===== config.mk =====
export PLATFORM = sky130hd
export DESIGN_NAME = wb_mux_n
export DESIGN_NICKNAME = d
export VERILOG_FILES = /design/src/rtl/wb_mux_n_pkg.sv /design/src/rtl/wb_mux_n_dec.sv /design/src/rtl/wb_mux_n.sv
export SDC_FILE = /design/constraint.sdc
export NUM_CORES = 1
export LEC_CHECK = 0
export CORE_AREA = 2 2 94 96
export DETAILED_ROUTE_END_ITERATION = 8
export DIE_AREA = 0 0 96 98
export PLACE_DENSITY = 0.9
export SLEW_MARGIN = 0
export SYNTH_ARGS = -nofsm -noshare
export SYNTH_HDL_FRONTEND = slang
export SYNTH_SLANG_ARGS = --single-unit

===== constraint.sdc =====
create_clock -name i_clk -period 3.05 [get_ports i_clk]
set_clock_uncertainty 0.1 [all_clocks]
set_input_delay 0.7625 -clock i_clk [delete_from_list [all_inputs] [get_ports i_clk]]
set_output_delay 0.7625 -clock i_clk [all_outputs]
set_load 0.05 [all_outputs]

===== src/rtl/wb_mux_n_pkg.sv =====
// rtl/wb_mux_n_pkg.sv - shared state encoding and default response data for wb_mux_n
// Optional error response is enabled by defining WB_MUX_N_ERR_EN.
package wb_mux_n_pkg;

  localparam logic [1:0] S_IDLE = 2'd0;
  localparam logic [1:0] S_WAIT = 2'd1;
  localparam logic [1:0] S_RESP = 2'd2;

  typedef enum logic [1:0] {
    ST_IDLE = S_IDLE,
    ST_WAIT = S_WAIT,
    ST_RESP = S_RESP
  } state_e;

  localparam logic [31:0] TIMEOUT_RDT  = 32'hDEADBEEF;
  localparam logic [31:0] UNMAPPED_RDT = 32'h0;

endpackage


===== src/rtl/wb_mux_n_dec.sv =====
// rtl/wb_mux_n_dec.sv - slave index to one-hot select decode with mapped flag
// Purely combinational; an index with no matching slave yields onehot == 0.
module wb_mux_n_dec
  import wb_mux_n_pkg::*;
#(
  parameter int NUM_SLAVES = 2,
  parameter int IDX_W      = 2
) (
  input  logic [IDX_W-1:0]      idx,
  output logic [NUM_SLAVES-1:0] onehot,
  output logic                  mapped
);

  always_comb begin
    onehot = '0;
    for (int i = 0; i < NUM_SLAVES; i++) begin
      if (32'(idx) == 32'(i)) begin
        onehot[i] = 1'b1;
      end
    end
    mapped = |onehot;
  end

endmodule


===== src/rtl/wb_mux_n.sv =====
// rtl/wb_mux_n.sv - SERV-style Wishbone master to NUM_SLAVES slave splitter with watchdog
// Define WB_MUX_N_ERR_EN to add o_wb_cpu_err for timeout and unmapped accesses.
module wb_mux_n
  import wb_mux_n_pkg::*;
#(
  parameter int NUM_SLAVES = 2,
  parameter int SEL_MSB    = 31,
  parameter int SEL_LSB    = 30,
  parameter int TIMEOUT    = 15
) (
  input  logic                     i_clk,
  input  logic                     i_rst_n,
  input  logic [31:0]              i_wb_cpu_adr,
  input  logic [31:0]              i_wb_cpu_dat,
  input  logic [3:0]               i_wb_cpu_sel,
  input  logic                     i_wb_cpu_we,
  input  logic                     i_wb_cpu_cyc,
  output logic [31:0]              o_wb_cpu_rdt,
  output logic                     o_wb_cpu_ack,
`ifdef WB_MUX_N_ERR_EN
  output logic                     o_wb_cpu_err,
`endif
  output logic [31:0]              o_wb_s_adr,
  output logic [31:0]              o_wb_s_dat,
  output logic [3:0]               o_wb_s_sel,
  output logic                     o_wb_s_we,
  output logic [NUM_SLAVES-1:0]    o_wb_s_cyc,
  input  logic [32*NUM_SLAVES-1:0] i_wb_s_rdt,
  input  logic [NUM_SLAVES-1:0]    i_wb_s_ack
);

  localparam int IDX_W = SEL_MSB - SEL_LSB + 1;
  localparam int TMR_W = (TIMEOUT > 0) ? $clog2(TIMEOUT + 1) : 1;
  localparam logic [TMR_W-1:0] TMR_LAST = TMR_W'((TIMEOUT > 0) ? TIMEOUT - 1 : 0);
  localparam logic [TMR_W-1:0] TMR_MAX  = {TMR_W{1'b1}};

  state_e                  state_q, state_d;
  logic [NUM_SLAVES-1:0]   sel_q, sel_d;
  logic [TMR_W-1:0]        timer_q, timer_d;
  logic [31:0]             rdt_q, rdt_d;
  logic                    ack_q, ack_d;
`ifdef WB_MUX_N_ERR_EN
  logic                    err_q, err_d;
`endif

  logic [IDX_W-1:0]        idx;
  logic [NUM_SLAVES-1:0]   dec_onehot;
  logic                    dec_mapped;
  logic [31:0]             slv_rdt;
  logic                    slv_ack;

  assign idx = i_wb_cpu_adr[SEL_MSB:SEL_LSB];

  wb_mux_n_dec #(
    .NUM_SLAVES (NUM_SLAVES),
    .IDX_W      (IDX_W)
  ) u_dec (
    .idx    (idx),
    .onehot (dec_onehot),
    .mapped (dec_mapped)
  );

  assign o_wb_s_adr = i_wb_cpu_adr;
  assign o_wb_s_dat = i_wb_cpu_dat;
  assign o_wb_s_sel = i_wb_cpu_sel;
  assign o_wb_s_we  = i_wb_cpu_we;

  // sel_q is the registered index kept in one-hot form, so it gates cyc, ack and rdt directly.
  assign o_wb_s_cyc = sel_q & {NUM_SLAVES{(state_q == ST_WAIT) && i_wb_cpu_cyc}};

  assign o_wb_cpu_rdt = rdt_q;
  assign o_wb_cpu_ack = ack_q;
`ifdef WB_MUX_N_ERR_EN
  assign o_wb_cpu_err = err_q;
`endif

  always_comb begin
    slv_rdt = '0;
    for (int i = 0; i < NUM_SLAVES; i++) begin
      if (sel_q[i]) begin
        slv_rdt = slv_rdt | i_wb_s_rdt[32*i +: 32];
      end
    end
    slv_ack = |(i_wb_s_ack & sel_q);
  end

  always_comb begin
    state_d = state_q;
    sel_d   = sel_q;
    timer_d = timer_q;
    rdt_d   = rdt_q;
    ack_d   = 1'b0;
`ifdef WB_MUX_N_ERR_EN
    err_d   = 1'b0;
`endif
    case (state_q)
      ST_IDLE: begin
        if (i_wb_cpu_cyc) begin
          sel_d   = dec_onehot;
          timer_d = '0;
          if (dec_mapped) begin
            state_d = ST_WAIT;
          end else begin
            state_d = ST_RESP;
            rdt_d   = UNMAPPED_RDT;
`ifdef WB_MUX_N_ERR_EN
            err_d   = 1'b1;
`else
            ack_d   = 1'b1;
`endif
          end
        end
      end
      ST_WAIT: begin
        // A real slave ack beats a watchdog expiry landing on the same cycle.
        if (!i_wb_cpu_cyc) begin
          state_d = ST_IDLE;
        end else if (slv_ack) begin
          state_d = ST_RESP;
          rdt_d   = slv_rdt;
          ack_d   = 1'b1;
        end else if ((TIMEOUT != 0) && (timer_q == TMR_LAST)) begin
          state_d = ST_RESP;
`ifdef WB_MUX_N_ERR_EN
          rdt_d   = '0;
          err_d   = 1'b1;
`else
          rdt_d   = TIMEOUT_RDT;
          ack_d   = 1'b1;
`endif
        end else if (timer_q != TMR_MAX) begin
          timer_d = timer_q + 1'b1;
        end
      end
      ST_RESP: begin
        state_d = ST_IDLE;
      end
      default: begin
        state_d = ST_IDLE;
      end
    endcase
  end

  always_ff @(posedge i_clk or negedge i_rst_n) begin
    if (!i_rst_n) begin
      state_q <= ST_IDLE;
      sel_q   <= '0;
      timer_q <= '0;
      rdt_q   <= '0;
      ack_q   <= 1'b0;
`ifdef WB_MUX_N_ERR_EN
      err_q   <= 1'b0;
`endif
    end else begin
      state_q <= state_d;
      sel_q   <= sel_d;
      timer_q <= timer_d;
      rdt_q   <= rdt_d;
      ack_q   <= ack_d;
`ifdef WB_MUX_N_ERR_EN
      err_q   <= err_d;
`endif
    end
  end

endmodule


==> results.toml, run 1 <==
[outcome]
status = "finished, final reports clean"

[setup_path]
slowest_delay_ns = 0.54
critical_path.cell_chain = "clkdlybuf4s50_1 -> nor2b_1 -> and3_1 -> buf_12"
worstReg2RegStart = "state_q[0]"
crit_fanout = 4
worstRegToRegCells = 3
end_kind = "primary output"
cp_slowest_cell = "clkdlybuf4s50_1"
reg2reg_setup_slack_ns = 1.08
cp.arrival_ns = 1.97
startpoint_type = "primary input"
critical_path_required_ns = 2.19
rr_endpoint = "timer_q[0]"
path_class = "primary input to primary output"

[clock_tree]
cts_buffers = 5
clock_path_buffers = 2
insertion_delay_ns = 0.29
htree_levels = 2
cts_tree = "built"
clock_sinks = 41
path_clk_slew_ns = 0.08
cts_root_buffer = "clkbuf_8"
cts_setup_buffers = 0
cts-hold-fix-buffers = 0
post_cts_resized = 0

[placed_design]
hpwlAfterDp_mm = 5.704
globalplace.congestion = 0.8415
dp_cells = 380
port_buffers = 107

[cells_and_area]
nets = 419
n_antenna_cell = 0
final_cells = 388
drive_gt1_frac = 0.08571
area_growth_pct = 29.41

[yosys]
yosysUniqueCellTypes = 37
synth_cells = 248
syn-num-nets = 388
yosysMostFrequentCell = "buf_4"
avgSynthCellArea_um2 = 10.36
synth_commonest_cells = "buf_4 (71), dfrtp_1 (41), a221oi_1 (24), o2bb2ai_1 (24)"
ys_warn_count = 0
synth.cell_area_um2 = 2570
ys_ff_latch = 41
ys_seq_area_frac = 0.3992
synth_area_leaders = "dfrtp_1 (40%), buf_4 (21%), a221oi_1 (8.2%), o2bb2ai_1 (8.2%), a21o_1 (2.6%)"
yosys_most_used_dff = "dfrtp_1"
synth-edff-count = 0
yosysTopAreaCell = "dfrtp_1"
netlist.area_leader.share = 0.3992
synth-async-reset-ratio = 1.000

[route]
drt-initial-drc-count = 127
ant_nets = 0
dr_wl_met2_mm = 3.798
route.final.wire_length_mm = 7.655
top_layer = "met4"
drtPass1Iterations = 4
avgRoutedWirePerCell_um = 19.73
drc = 0
routed-via-count = 2110
wl_met1_mm = 2.729
via_per_inst = 5.438
routed-wl-met3_um = 693

[grt]
grt_pass1_vias = 2207
grt_pass1_wl_mm = 11.64
grt_use_total = 0.1645
grt_overflow = 0
grt_max_degree = 42
antenna_found_initial = 0

[power]
pwr-share-clk = 0.266
p_seq_frac = 0.377
switching_power_mw = 0.6177
comb_power_share = 0.357
fin_total_pwr_mw = 1.741
p_leak_nw = 1.424
p_int_mw = 1.123
power_density_nw_per_um2 = 523.6
swShare = 0.3548
vdd_drop_max_uv = 260.0

[die]
start_util = 0.3036
io_pins = 242
rows = 34
fp.coreArea_um2 = 8466
die_h_um = 98
die_w_um = 96
dieArea_um2 = 9408

[sta]
hold_viol_final = 0
worst_slew_pin_slew_ns = 0.9324
relSlewSlack = 0.3784
finalMaxSlewViolations = 0
setup_tns_ns = 0
setup_viol = 0
fin_crit_ns = 2.832
fmax_mhz = 353.1
min_period_over_period = 0.9284
rsz0062_at_grt = "false"

[run]
drv_cap = 0

[hold_path]
whs_endpoint = "o_wb_cpu_rdt[20]"
hp-start = "o_wb_cpu_rdt[20]"
hold_path.class = "register to register"
hold_path_depth = 1
==> power by group through the flow <==
stage | clock network, mW | registers, mW | logic (mW)
after global routing | 0.499 | 0.666 | 0.658
final | 0.463 | 0.657 | 0.621
after floorplan | 0 | 0.808 | 0.457
after CTS | 0.477 | 0.657 | 0.626
after global placement | 0 | 0.663 | 0.614
after detailed placement | 0 | 0.665 | 0.625
==> metal layers <==
layer,vias to the layer above,global-route usage
met2,139,0.2821
met5,-,0
li1,922,-
met1,1015,0.1667
met3,34,0.05401
met4,0,0.1077
==> cell families (layout without fill, tap and decap cells) <==
kind of cell / count (synthesis) / count (layout) / synth area share
AOI/OAI and AO/OA: 80 / 80 / 0.2648
buffers and inverters: 95 / 127 / 0.2556
adders and majority gates: 2 / 2 / 0.009736
and+or+nand+nor: 30 / 30 / 0.07059
DFF: 41 / 41 / 0.3992
==> worst max-delay path, delay by kind of cell <==
kind                   cells  cell delay (ns)
buffers and inverters      2             0.69
and+or+nand+nor            2             0.52
==> flip-flops by register name, summed over array words and instances, names as in the netlist <==
register and count:
o_wb_cpu_ack 1, o_wb_cpu_rdt 32, sel_q 2, state_q 2, timer_q 4
==> worst max path at each step <==
stage | slack [ns] | depth (start not counted) | endpoint | startpoint
final | 0.22 | 4 | o_wb_s_cyc[0] | i_wb_cpu_cyc
after global routing | 0.14 | 4 | o_wb_s_cyc[1] | i_wb_cpu_cyc
after CTS | 0.23 | 4 | o_wb_s_cyc[0] | i_wb_cpu_cyc
after detailed placement | 0.26 | 4 | o_wb_s_cyc[0] | i_wb_cpu_cyc
after global placement | 0.28 | 4 | o_wb_s_cyc[0] | i_wb_cpu_cyc
after floorplan | 0.76 | 2 | o_wb_s_cyc[0] | i_wb_cpu_cyc
==> layout by cell type (no fill, tap or decap), drive strengths merged, types with 5 or more instances in the layout <==
master / Yosys / final
a22oi: 9 / 9
nand3: 5 / 5
clkdlybuf4s50: 0 / 102
a221oi: 24 / 24
dfrtp: 41 / 41
buf: 80 / 11
inv: 6 / 6
nor3: 9 / 9
o2bb2ai: 24 / 24
clkbuf: 9 / 7
a21o: 9 / 9
==> per-stage QoR <==
stage	utilization	cell area [um^2]	hold slack (ns)	setup WS, ns
finish	0.3928	3326	0.3852	0.2183
global placement	0.3791	3209	0.3575	0.2825
floorplan	-	2570	0.3669	0.7569
global route	0.3928	3326	0.4058	0.1407
detailed placement	0.3791	3209	0.3653	0.2586
CTS	0.3928	3326	0.3894	0.2291
==> final cells by class <==
| cell class | instances | area [um^2] |
|---|---|---|
| flip-flops and latches | 41 | 1026 |
| clock inverters | 1 | 30.03 |
| clock buffers | 7 | 86.33 |
| repair buffers | 113 | 1139 |
| fillers | 793 | 5140 |
| well taps | 108 | 135.1 |
| inverters | 6 | 22.52 |
| multi-input cells | 112 | 887.1 |
Power figures use the tool's default switching activity.
==> run 2: changes to the inputs <==
--- a/config.mk
+++ b/config.mk
@@ -9,7 +9,6 @@
 export DETAILED_ROUTE_END_ITERATION = 8
 export DIE_AREA = 0 0 96 98
 export PLACE_DENSITY = 0.9
-export SLEW_MARGIN = 0
 export SYNTH_ARGS = -nofsm -noshare
 export SYNTH_HDL_FRONTEND = slang
 export SYNTH_SLANG_ARGS = --single-unit
==> constraint.sdc (replaced) <==
create_clock -name i_clk -period 3.3 [get_ports i_clk]
set_clock_uncertainty 0.1 [all_clocks]
set_input_delay 0.825 -clock i_clk [delete_from_list [all_inputs] [get_ports i_clk]]
set_output_delay 0.825 -clock i_clk [all_outputs]
set_load 0.05 [all_outputs]
==> run 2 against run 1 <==
Global-route usage fell by 0.71 points. Power fell by 8.0%. Worst setup slack improved by 0.17 ns. Sequential share of layout area rose by 0.12 points. Routed wire length fell by 2.3%. First-iteration DRC count fell by 39%. Die area did not move. Combinational power fell by 7.1%. Critical endpoint unchanged. Register-to-register slack improved by 0.27 ns.
==> results.toml, run 2 (synthesis results as in run 1) <==
[route]
drtPass1Iterations = 5
drt-initial-drc-count = 77
route.final.wire_length_mm = 7.478
drc = 0
avgRoutedWirePerCell_um = 19.27
routed-via-count = 2103
via_per_inst = 5.420
ant_nets = 0

[clock_tree]
clock_path_buffers = 2
cts_tree = "built"
htree_levels = 2
post_cts_resized = 0
cts-hold-fix-buffers = 0
clock_sinks = 41
cts_root_buffer = "clkbuf_8"
cts_buffers = 5
path_clk_slew_ns = 0.08
cts_setup_buffers = 0
insertion_delay_ns = 0.29

[power]
pwr-share-clk = 0.264
swShare = 0.3525
vdd_drop_max_uv = 251.9
comb_power_share = 0.360
p_leak_nw = 1.420
p_seq_frac = 0.376
switching_power_mw = 0.5646
p_int_mw = 1.037
power_density_nw_per_um2 = 483.5

[setup_path]
startpoint_type = "primary input"
reg2reg_setup_slack_ns = 1.35
critical_path_required_ns = 2.37
crit_fanout = 4
end_kind = "primary output"
critical_path.cell_chain = "clkdlybuf4s50_1 -> nor2b_1 -> and3_1 -> buf_12"
cp_slowest_cell = "clkdlybuf4s50_1"
path_class = "primary input to primary output"
cp.arrival_ns = 1.99
slowest_delay_ns = 0.53

[placed_design]
pre_cts_slack_ns = 0.3794
hpwlAfterDp_mm = 5.563
port_buffers = 107
globalplace.congestion = 0.8198

[sta]
fin_ws_ns = 0.3848
setup_viol = 0
worst_slew_pin_slew_ns = 0.9312
rsz0062_at_grt = "false"
fin_crit_ns = 2.915
relSlewSlack = 0.3792
finalMaxSlewViolations = 0
hold_viol_final = 0
fmax_mhz = 343.0
hold_slack_ns = 0.3798
min_period_over_period = 0.8834
setup_tns_ns = 0

[die]
rows = 34
start_util = 0.3036
die_w_um = 96
die_h_um = 98
fp.coreArea_um2 = 8466
io_pins = 242
dieArea_um2 = 9408

[run]
drv_cap = 0

[grt]
grt_max_degree = 42
grt_overflow = 0
grt_use_total = 0.1574
grt_pass1_wl_mm = 11.14
grt_pass1_vias = 2085
antenna_found_initial = 0

[cells_and_area]
drive_gt1_frac = 0.08571
area_growth_pct = 28.92
n_antenna_cell = 0
nets = 419
fin_util = 0.3914
mostFrequentLayoutCells = "clkdlybuf4s50_1 (102), dfrtp_1 (41), a221oi_1 (24), o2bb2ai_1 (24)"
largest_reg_flops = 32
mostFrequentLayoutCell = "clkdlybuf4s50_1"

[outcome]
status = "finished, final reports clean"

[hold_path]
hold_path.class = "register to register"
==> run 2: critical path, delay by kind of cell <==
family	cells	cell delay [ns]
buffers and inverters	2	0.68
AND/OR/NAND/NOR	2	0.49
==> run 2: power groups by stage <==
stage	clock, mW	sequential, mW	combinational, mW
after floorplan	0	0.746	0.422
after global placement	0	0.607	0.571
after detailed placement	0	0.609	0.582
after CTS	0.439	0.602	0.583
after global routing	0.458	0.609	0.613
final	0.423	0.602	0.577
==> run 2: cell type report <==
cell class                 instances  area (um^2)
tap                              108        135.1
fill                             810         5152
inverter                           6        22.52
clock inverter                     1        30.03
clock buffer                       7        86.33
timing repair buffer             113         1126
multi-input combinational        112        887.1
sequential                        41         1026
==> run 2: worst paths after layout <==
kind                                  start               end  cells after the start
max reg2reg                      state_q[0]        timer_q[0]                      3
max                            i_wb_cpu_cyc     o_wb_s_cyc[0]                      4
min in group asynchronous           i_rst_n   o_wb_cpu_rdt[5]                      1
min                        o_wb_cpu_rdt[17]  o_wb_cpu_rdt[17]                      1
min reg2reg                o_wb_cpu_rdt[17]  o_wb_cpu_rdt[17]                      1
max in group asynchronous           i_rst_n  o_wb_cpu_rdt[17]                      1
==> run 2: routing by layer <==
metal / track usage / part of all wire / wire length, um
met1: 0.1750 / 0.36 / 2703
met2: 0.2569 / 0.50 / 3707
met3: 0.04475 / 0.089 / 669
met4: 0.1044 / 0.053 / 397
met5: 0 / 0 / 0
==> run 2: stage by stage <==
step	area (um^2)	power, mW	std cells
5_1_grt	3313	1.680	388
2_1_floorplan	2570	1.168	248
4_1_cts	3313	1.624	388
6_report	3313	1.602	388
3_5_place_dp	3197	1.192	380
3_3_place_gp	3197	1.178	380
